--- config.mk ---
export PLATFORM = sky130hd
export DESIGN_NAME = pipe_cla_adder
export DESIGN_NICKNAME = d
export VERILOG_FILES = /design/src/rtl/pipe_cla_adder.sv
export SDC_FILE = /design/constraint.sdc
export NUM_CORES = 1
export LEC_CHECK = 0
export ABC_AREA = 1
export CAP_MARGIN = 20
export CORE_UTILIZATION = 45
export DETAILED_ROUTE_END_ITERATION = 8
export PLACE_DENSITY = 0.72
export SLEW_MARGIN = 20
export SYNTH_ARGS = -nofsm -noshare
export SYNTH_HDL_FRONTEND = slang
export SYNTH_SLANG_ARGS = --single-unit
--- constraint.sdc ---
create_clock -name clk -period 2.5 [get_ports clk]
set_input_delay 0.5 -clock clk [delete_from_list [all_inputs] [get_ports clk]]
set_output_delay 0.5 -clock clk [all_outputs]
set_load 0.01 [all_outputs]
--- src/rtl/pipe_cla_adder.sv ---
// ---------------------------------------------------------------------------
// PipeClaAdder: two-stage pipelined carry-lookahead adder/subtractor.
//
// Stage 1 adds the low WIDTH/2 bits with 4-bit group generate/propagate
// lookahead. It registers the low sum, the carry into the upper half, the
// upper half of a, and the upper half of the effective b operand.
// Stage 2 adds the upper half with the same lookahead structure. It forms
// cout, ovfl and zero and registers them as the outputs.
// Valid/ready handshakes on both sides. Stage 2 advances whenever the output
// register is empty or is being consumed.
//
// Parameters
//   WIDTH      operand width, a multiple of 8, at least 8 (default 16)
//
// Ports
//   clk        rising-edge clock
//   rst_n      asynchronous active-low reset
//   in_valid   operand set presented
//   in_ready   block accepts operands this cycle (combinational)
//   a, b       operands (two's complement or unsigned)
//   cin        carry-in, used only for addition
//   sub        0: a + b + cin, 1: a - b
//   out_valid  result valid
//   out_ready  consumer accepts result
//   sum        result, modulo 2^WIDTH
//   cout       carry out of bit WIDTH-1
//   ovfl       signed overflow
//   zero       sum == 0 (evaluated on the driven sum)
//
// Build option
//   PIPE_CLA_SAT_EN  when defined, a signed overflow replaces sum with the
//                    signed limit in the direction of a. ovfl and the raw
//                    cout are still reported.
// ---------------------------------------------------------------------------
module pipe_cla_adder #(
   parameter int WIDTH = 16
) (
   input  logic             clk,
   input  logic             rst_n,
   input  logic             in_valid,
   output logic             in_ready,
   input  logic [WIDTH-1:0] a,
   input  logic [WIDTH-1:0] b,
   input  logic             cin,
   input  logic             sub,
   output logic             out_valid,
   input  logic             out_ready,
   output logic [WIDTH-1:0] sum,
   output logic             cout,
   output logic             ovfl,
   output logic             zero
);

   localparam int HALF = WIDTH / 2;
   localparam int NGRP = HALF / 4;

   // One 4-bit lookahead group.
   // Returns {groupGenerate, groupPropagate, sum[3:0]}. The in-group carries
   // are formed directly from the bit g/p terms, not rippled.
   function automatic logic [5:0] cla4(input logic [3:0] x, input logic [3:0] y,
                                       input logic ci);
      logic [3:0] g;
      logic [3:0] p;
      logic [3:0] c;
      logic       gg;
      logic       pg;
      g    = x & y;
      p    = x ^ y;
      c[0] = ci;
      c[1] = g[0] | (p[0] & ci);
      c[2] = g[1] | (p[1] & g[0]) | (p[1] & p[0] & ci);
      c[3] = g[2] | (p[2] & g[1]) | (p[2] & p[1] & g[0]) | (p[2] & p[1] & p[0] & ci);
      gg   = g[3] | (p[3] & g[2]) | (p[3] & p[2] & g[1]) | (p[3] & p[2] & p[1] & g[0]);
      pg   = &p;
      return {gg, pg, p ^ c};
   endfunction

   // Half-width adder built from 4-bit groups.
   // The carry into each group comes from the previous group's G/P pair.
   // Returns {carryOut, sum[HALF-1:0]}.
   function automatic logic [HALF:0] claHalf(input logic [HALF-1:0] x,
                                             input logic [HALF-1:0] y,
                                             input logic             ci);
      logic [HALF-1:0] s;
      logic [NGRP:0]   gc;
      logic [5:0]      grpRes;
      s     = '0;
      gc    = '0;
      gc[0] = ci;
      for (int grp = 0; grp < NGRP; grp++) begin
         grpRes         = cla4(x[grp*4 +: 4], y[grp*4 +: 4], gc[grp]);
         s[grp*4 +: 4]  = grpRes[3:0];
         gc[grp+1]      = grpRes[5] | (grpRes[4] & gc[grp]);
      end
      return {gc[NGRP], s};
   endfunction

   // ------------------------------------------------------------------------
   // Pipeline registers
   // ------------------------------------------------------------------------
   logic            s1Valid_q,  s1Valid_d;
   logic [HALF-1:0] s1LoSum_q,  s1LoSum_d;
   logic            s1Carry_q,  s1Carry_d;
   logic [HALF-1:0] s1AHi_q,    s1AHi_d;
   logic [HALF-1:0] s1BHi_q,    s1BHi_d;

   logic             outValid_q, outValid_d;
   logic [WIDTH-1:0] sum_q,      sum_d;
   logic             cout_q,     cout_d;
   logic             ovfl_q,     ovfl_d;
   logic             zero_q,     zero_d;

   // ------------------------------------------------------------------------
   // Handshake control
   // ------------------------------------------------------------------------
   logic advance2;
   logic accept;

   // Stage 2 may load whenever its current result is absent or leaving.
   // Stage 1 may load whenever it is empty or its content moves into stage 2.
   // in_ready therefore depends only on state and out_ready, never in_valid.
   assign advance2 = !outValid_q || out_ready;
   assign in_ready = !s1Valid_q || advance2;
   assign accept   = in_valid && in_ready;

   // ------------------------------------------------------------------------
   // Stage 1 datapath: effective operand and low-half add
   // ------------------------------------------------------------------------
   logic [WIDTH-1:0] bEff;
   logic             cEff;
   logic [HALF:0]    loRes;

   // Subtraction is a + ~b + 1, so the carry-in is forced high and cin is
   // ignored.
   assign bEff  = sub ? ~b : b;
   assign cEff  = sub ? 1'b1 : cin;
   assign loRes = claHalf(a[HALF-1:0], bEff[HALF-1:0], cEff);

   // Stage 1 next state.
   // Operand data is only captured on an accepted transfer, so inputs
   // presented without a handshake never reach the pipeline.
   always_comb begin
      s1Valid_d = s1Valid_q;
      s1LoSum_d = s1LoSum_q;
      s1Carry_d = s1Carry_q;
      s1AHi_d   = s1AHi_q;
      s1BHi_d   = s1BHi_q;
      if (in_ready) begin
         s1Valid_d = in_valid;
      end
      if (accept) begin
         s1LoSum_d = loRes[HALF-1:0];
         s1Carry_d = loRes[HALF];
         s1AHi_d   = a[WIDTH-1:HALF];
         s1BHi_d   = bEff[WIDTH-1:HALF];
      end
   end

   // Stage 1 register.
   // Reset clears valid so an in-flight operation is discarded.
   always_ff @(posedge clk or negedge rst_n) begin
      if (!rst_n) begin
         s1Valid_q <= 1'b0;
         s1LoSum_q <= '0;
         s1Carry_q <= 1'b0;
         s1AHi_q   <= '0;
         s1BHi_q   <= '0;
      end else begin
         s1Valid_q <= s1Valid_d;
         s1LoSum_q <= s1LoSum_d;
         s1Carry_q <= s1Carry_d;
         s1AHi_q   <= s1AHi_d;
         s1BHi_q   <= s1BHi_d;
      end
   end

   // ------------------------------------------------------------------------
   // Stage 2 datapath: upper-half add, flags, optional saturation
   // ------------------------------------------------------------------------
   logic [HALF:0]    hiRes;
   logic [WIDTH-1:0] rawSum;
   logic             rawOvfl;
   logic             aMsb;
   logic [WIDTH-1:0] finalSum;

   assign hiRes  = claHalf(s1AHi_q, s1BHi_q, s1Carry_q);
   assign rawSum = {hiRes[HALF-1:0], s1LoSum_q};
   assign aMsb   = s1AHi_q[HALF-1];

   // Signed overflow: both operands have the same sign and the raw result
   // has the other sign.
   assign rawOvfl = (aMsb == s1BHi_q[HALF-1]) && (rawSum[WIDTH-1] != aMsb);

`ifdef PIPE_CLA_SAT_EN
   // Clamp to the signed limit on the side of a: 0x7F..F for positive a,
   // 0x80..0 for negative a.
   assign finalSum = rawOvfl ? {aMsb, {(WIDTH-1){~aMsb}}} : rawSum;
`else
   assign finalSum = rawSum;
`endif

   // Stage 2 next state.
   // When stage 2 advances with stage 1 empty, the output goes invalid. The
   // data fields keep their last values because out_valid qualifies them.
   always_comb begin
      outValid_d = outValid_q;
      sum_d      = sum_q;
      cout_d     = cout_q;
      ovfl_d     = ovfl_q;
      zero_d     = zero_q;
      if (advance2) begin
         outValid_d = s1Valid_q;
         if (s1Valid_q) begin
            sum_d  = finalSum;
            cout_d = hiRes[HALF];
            ovfl_d = rawOvfl;
            zero_d = (finalSum == '0);
         end
      end
   end

   // Stage 2 / output register.
   // Reset clears it immediately while rst_n is low.
   always_ff @(posedge clk or negedge rst_n) begin
      if (!rst_n) begin
         outValid_q <= 1'b0;
         sum_q      <= '0;
         cout_q     <= 1'b0;
         ovfl_q     <= 1'b0;
         zero_q     <= 1'b0;
      end else begin
         outValid_q <= outValid_d;
         sum_q      <= sum_d;
         cout_q     <= cout_d;
         ovfl_q     <= ovfl_d;
         zero_q     <= zero_d;
      end
   end

   assign out_valid = outValid_q;
   assign sum       = sum_q;
   assign cout      = cout_q;
   assign ovfl      = ovfl_q;
   assign zero      = zero_q;

endmodule

* After elaboration in Yosys (flattened, before gate mapping)
Index checks and enable logic that the tools add are counted.
** Storage, ports and cells
- Output and inout port bits :: 21
- Flip-flop bits (word level) :: 46
- Input bits :: 38
** Operators by class
- Equality and inequality tests :: 2
- Mux-type cells :: 2
- Bitwise logic cells :: 113
- Reduce and logical (&&, ||, !) cells :: 12
** Operators by type and width (count)
- $and 1x1->1 :: 60
- $or 1x1->1 :: 40
- $xor 4x4->4 :: 8
- $and 4x4->4 :: 4
- $logic_not 16->1 :: 1
- $mux 16 :: 1
- $not 16->16 :: 1
- $reduce_and 4->1 :: 4
- $logic_and 1x1->1 :: 2
- $logic_not 1->1 :: 2
- $logic_or 1x1->1 :: 2
- $reduce_and 2->1 :: 1
- $eq 1x1->1 :: 1
- $mux 1 :: 1
- $ne 1x1->1 :: 1

* Logic depth before layout (Yosys ltp)
- Word-level depth :: 11
- Mapped depth :: 14
- Gate-level depth less buffers :: 13

* Least setup slack after synthesis
Ideal clock, no wire load.
- Path type :: input to register
- Start :: in sub
- End :: reg s1LoSum_q[5]
- Arrival :: 2.423 ns
- Slack :: -0.006 ns
- Stages :: 13
- Setup time :: 0.083 ns
- Cell sequence :: buf_6 -> buf_4 -> xnor2_1 -> inv_1 -> ha_1 -> nand2_1 -> o21ai_4 -> nand2_2 -> nand2_2 -> inv_1 -> fa_1 -> xor2_1 -> o21ai_0
** On the way
- Word-level cells in the longest chain between the ends :: 10
** RTL lines
- start, declared :: RTL line 45 : input logic sub,
- $mux 16 :: RTL line 135 : assign bEff = sub ? ~b : b;
- $xor 4x4->4 / $and 4x4->4 (equally long branches) :: RTL line 68, 67
- $and 1x1->1 :: RTL line 73 : gg = g[3] | (p[3] & g[2]) | (p[3] & p[2] & g[1]) | (p[3] & p[2] & p[1] & g[0]);
- $or 1x1->1 / $and 1x1->1 (equally long branches) (2 in series) :: RTL line 73
- $or 1x1->1 :: RTL line 73
- $or 1x1->1 :: RTL line 93 : gc[grp+1] = grpRes[5] | (grpRes[4] & gc[grp]);
- $and 1x1->1 :: RTL line 70 : c[1] = g[0] | (p[0] & ci);
- $or 1x1->1 :: RTL line 70
- $xor 4x4->4 * :: RTL line 75 : return {gg, pg, p ^ c};
- end signal, assigned :: RTL line 170 : s1LoSum_q <= s1LoSum_d;
- end, declared :: RTL line 102 : logic [HALF-1:0] s1LoSum_q, s1LoSum_d;
Every way passes the cells marked *; elsewhere a longest branch is shown, timed or not.
A chain may end at the register's enable or synchronous reset.

* Worst setup path after layout
Ends and elaborated chain as after synthesis.

==> out/results.ini <==
[floorplan]
start_util=0.472
coreArea_um2=5570
dieWidth_um=78.5
row_count=27
dieArea_um2=6160
die_h_um=78.5
pin_count=59

[sta]
slew_headroom=0.700
rsz0062_at_grt=true
tightest_slew_ns=0.449
setup_ws_ns=0.111
hold_slack_ns=0.123
fin_skew_ns=0.00981
slew_violations=0
post-route-period-util=0.956
finalHoldViolCount=0
max_freq_mhz=419
setup_viol=0
finalCriticalPeriod_ns=2.39
fin_setup_tns_ns=0

[synth]
ys_ff_latch=46
syn-num-nets=366
synth_cell_types=30
synth_top_area_frac=0.437
synthCells=308
ys_seq_area_frac=0.437
netlist_top_cells_area=dfrtp_1 44%, nand2_1 14%, ha_1 7.6%, o21ai_0 4.2%, xnor2_1 4.0%
synth.avg_cell_area_um2=8.54
ys.warnings.count=0
yosysTopAreaCell=dfrtp_1
netlist_area_um2=2630

[placed_design]
dp.final_hpwl_mm=4.26
port_buffers=58
place_area_um2=3360
post-place-cells=443
gp_congestion=0.810
place_ws_ns=-0.290

[clock_network]
clk_latency_ns=0.30
numCtsBuffers=5
clockBufferDepth=2
cts.clk_slew.worst_paths_ns=0.09
clkSinkCount=46
h-tree-depth=2
postCtsHoldBufs=0
cts-root-buf=clkbuf_8
cts_tree=yes

[finish]
syn2layout_area_growth_pct=33.6
layout-drive-gt1-share=0.123
ff_latch_area_um2=1150
final_area_um2=3520
fillCellCount=487
final_cells=454
num_antenna_cells=0
multi_input_area_um2=1380
fin_nets=439
final_core_util=0.631

[critical_path]
cp.arrival_ns=2.57
critPathKind=input pin to flop
timing.critical_path.mode_cell=nand2_2
timing.rr.start=s1AHi_q[2]
crit_path_end_kind=flop
worst_path_largest_cell_delay_ns=0.41
worstPathRequired_ns=2.68
path_cells=clkdlybuf4s50_1 -> buf_6 -> xor2_1 -> ha_1 -> nand2_2 -> o21ai_4 -> nand2_2 -> nand2_2 -> inv_1 -> fa_1 -> xor2_1 -> o21ai_1
slowest_stage=clkdlybuf4s50_1
start_kind=input pin
startpoint=sub
path_max_fanout=5

[global_route]
grt_pass1_wl_mm=8.99
overflow=0
grtUsageTotal=0.189
grt_antenna_before_repair=0
grt_max_degree=37
grt_pass1_vias=2021

[detailed_routing]
ant_nets=0
post-route-drc-count=0
vias_per_cell=4.78
dr.pass1.iters=4
drt_iter0_markers=120
num_vias=2168
wl_per_cell_um=11.7
totalWireLength_mm=5.33

[pwr]
power_mw=2.74
p_per_area_nw_per_um2=780
peakVddDrop_uv=452
p_leak_nw=1.73

[outcome]
status=finished, final reports clean

[flow_run]
cap_violations=0

[min_path]
min_path_type=input pin to asynchronous set/reset pin

## path summary, 6_finish.rpt
kind	depth (start not counted)	endpoint	slack, ns
worst max register to register	13	zero	0.16
worst min-delay path	1	s1AHi_q[2]	0.12
worst max-delay path	12	s1LoSum_q[5]	0.11
min in group clk	2	sum[4]	0.48
max in group asynchronous	2	sum[3]	1.67
worst min register to register	2	sum[4]	0.48
## timing repair
item | 4_1_cts | 5_1_grt
setup endpoints to repair | 0 | 3
setup buffers | 0 | 3
gates resized for setup | 0 | 10
## report_power, final
group          switching, mW  leakage (nW)  internal (mW)
Clock                  0.243        0.0482          0.223
Sequential             0.140         0.562          0.956
Combinational          0.577          1.12          0.601
Total                  0.961          1.73           1.78
## sequential cells by signal (all words and copies together), names as in the netlist
signal,flops
sum,16
cout,1
s1BHi_q,8
out_valid,1
s1AHi_q,8
s1Carry_q,1
zero,1
s1Valid_q,1
ovfl,1
s1LoSum_q,8
## cell families (layout without fill, tap and decap cells)
kind of cell	count (synthesis)	after routing	share of synthesized area
AND/OR/NAND/NOR	146	146	0.238
flip-flops	46	46	0.437
buffers and inverters	36	110	0.0590
adder cells (fa/ha/maj)	20	20	0.107
XOR/XNOR	22	22	0.0732
AO/OA/AOI/OAI	38	38	0.0856
## cell usage after synthesis (all sizes together)
master  number
xnor2       12
ha          16
dfrtp       46
and3         1
xor2        10
a21o         2
clkinv       1
buf          9
nor3         1
nor2        19
nand4        2
o21ai       25
a31oi        2
o22ai        1
nand3       16
a21oi        8
fa           4
inv         26
nand2      107
## cell type report
type,count,area share
clock buffer,7,0.0246
clock inverter,1,0.00142
inverter,27,0.0288
multi-input combinational,226,0.391
sequential,46,0.327
tap,72,0.0256
timing repair buffer,75,0.201
## metal layers
layer,up-vias,track usage,share of wire
met5,-,0,0
met4,0,0.0704,0.016
met3,6,0.0349,0.040
met2,53,0.312,0.48
met1,984,0.245,0.47
li1,1125,-,-
## worst max-delay path: cells and delay by family
family	cells	cell delay, ns
buffers and inverters	3	0.60
adder cells (fa/ha/maj)	2	0.73
XOR/XNOR	2	0.31
AND/OR/NAND/NOR	3	0.21
AO/OA/AOI/OAI	2	0.21
## placed cells by master, fill, tap and decap left out
cell / netlist / routed
ha_1: 16 / 13
buf_6: 1 / 1
fa_1: 4 / 4
nand3_1: 14 / 14
inv_1: 26 / 26
nand3_2: 2 / 2
nand4_1: 2 / 2
xnor2_1: 12 / 10
and3_1: 1 / 1
a21oi_4: 1 / 1
o22ai_1: 1 / 1
xnor2_4: 0 / 1
nor3_1: 1 / 1
nand2_2: 6 / 7
clkdlybuf4s50_1: 0 / 57
a21oi_2: 1 / 2
clkbuf_1: 0 / 1
dfrtp_1: 46 / 46
xor2_1: 10 / 10
nand2_4: 2 / 2
a31oi_1: 2 / 2
nor2_1: 17 / 17
a21o_1: 2 / 2
clkinv_2: 0 / 1
clkinv_1: 1 / 1
nor2_2: 1 / 1
clkbuf_8: 0 / 6
nor2_4: 1 / 1
ha_4: 0 / 1
buf_2: 7 / 1
o21ai_1: 2 / 4
xnor2_2: 0 / 1
buf_4: 1 / 16
nand2_1: 99 / 98
o21ai_4: 1 / 1
ha_2: 0 / 2
o21ai_0: 22 / 20
a21oi_1: 6 / 5
Note: power is estimated with default switching activity, not from simulation.
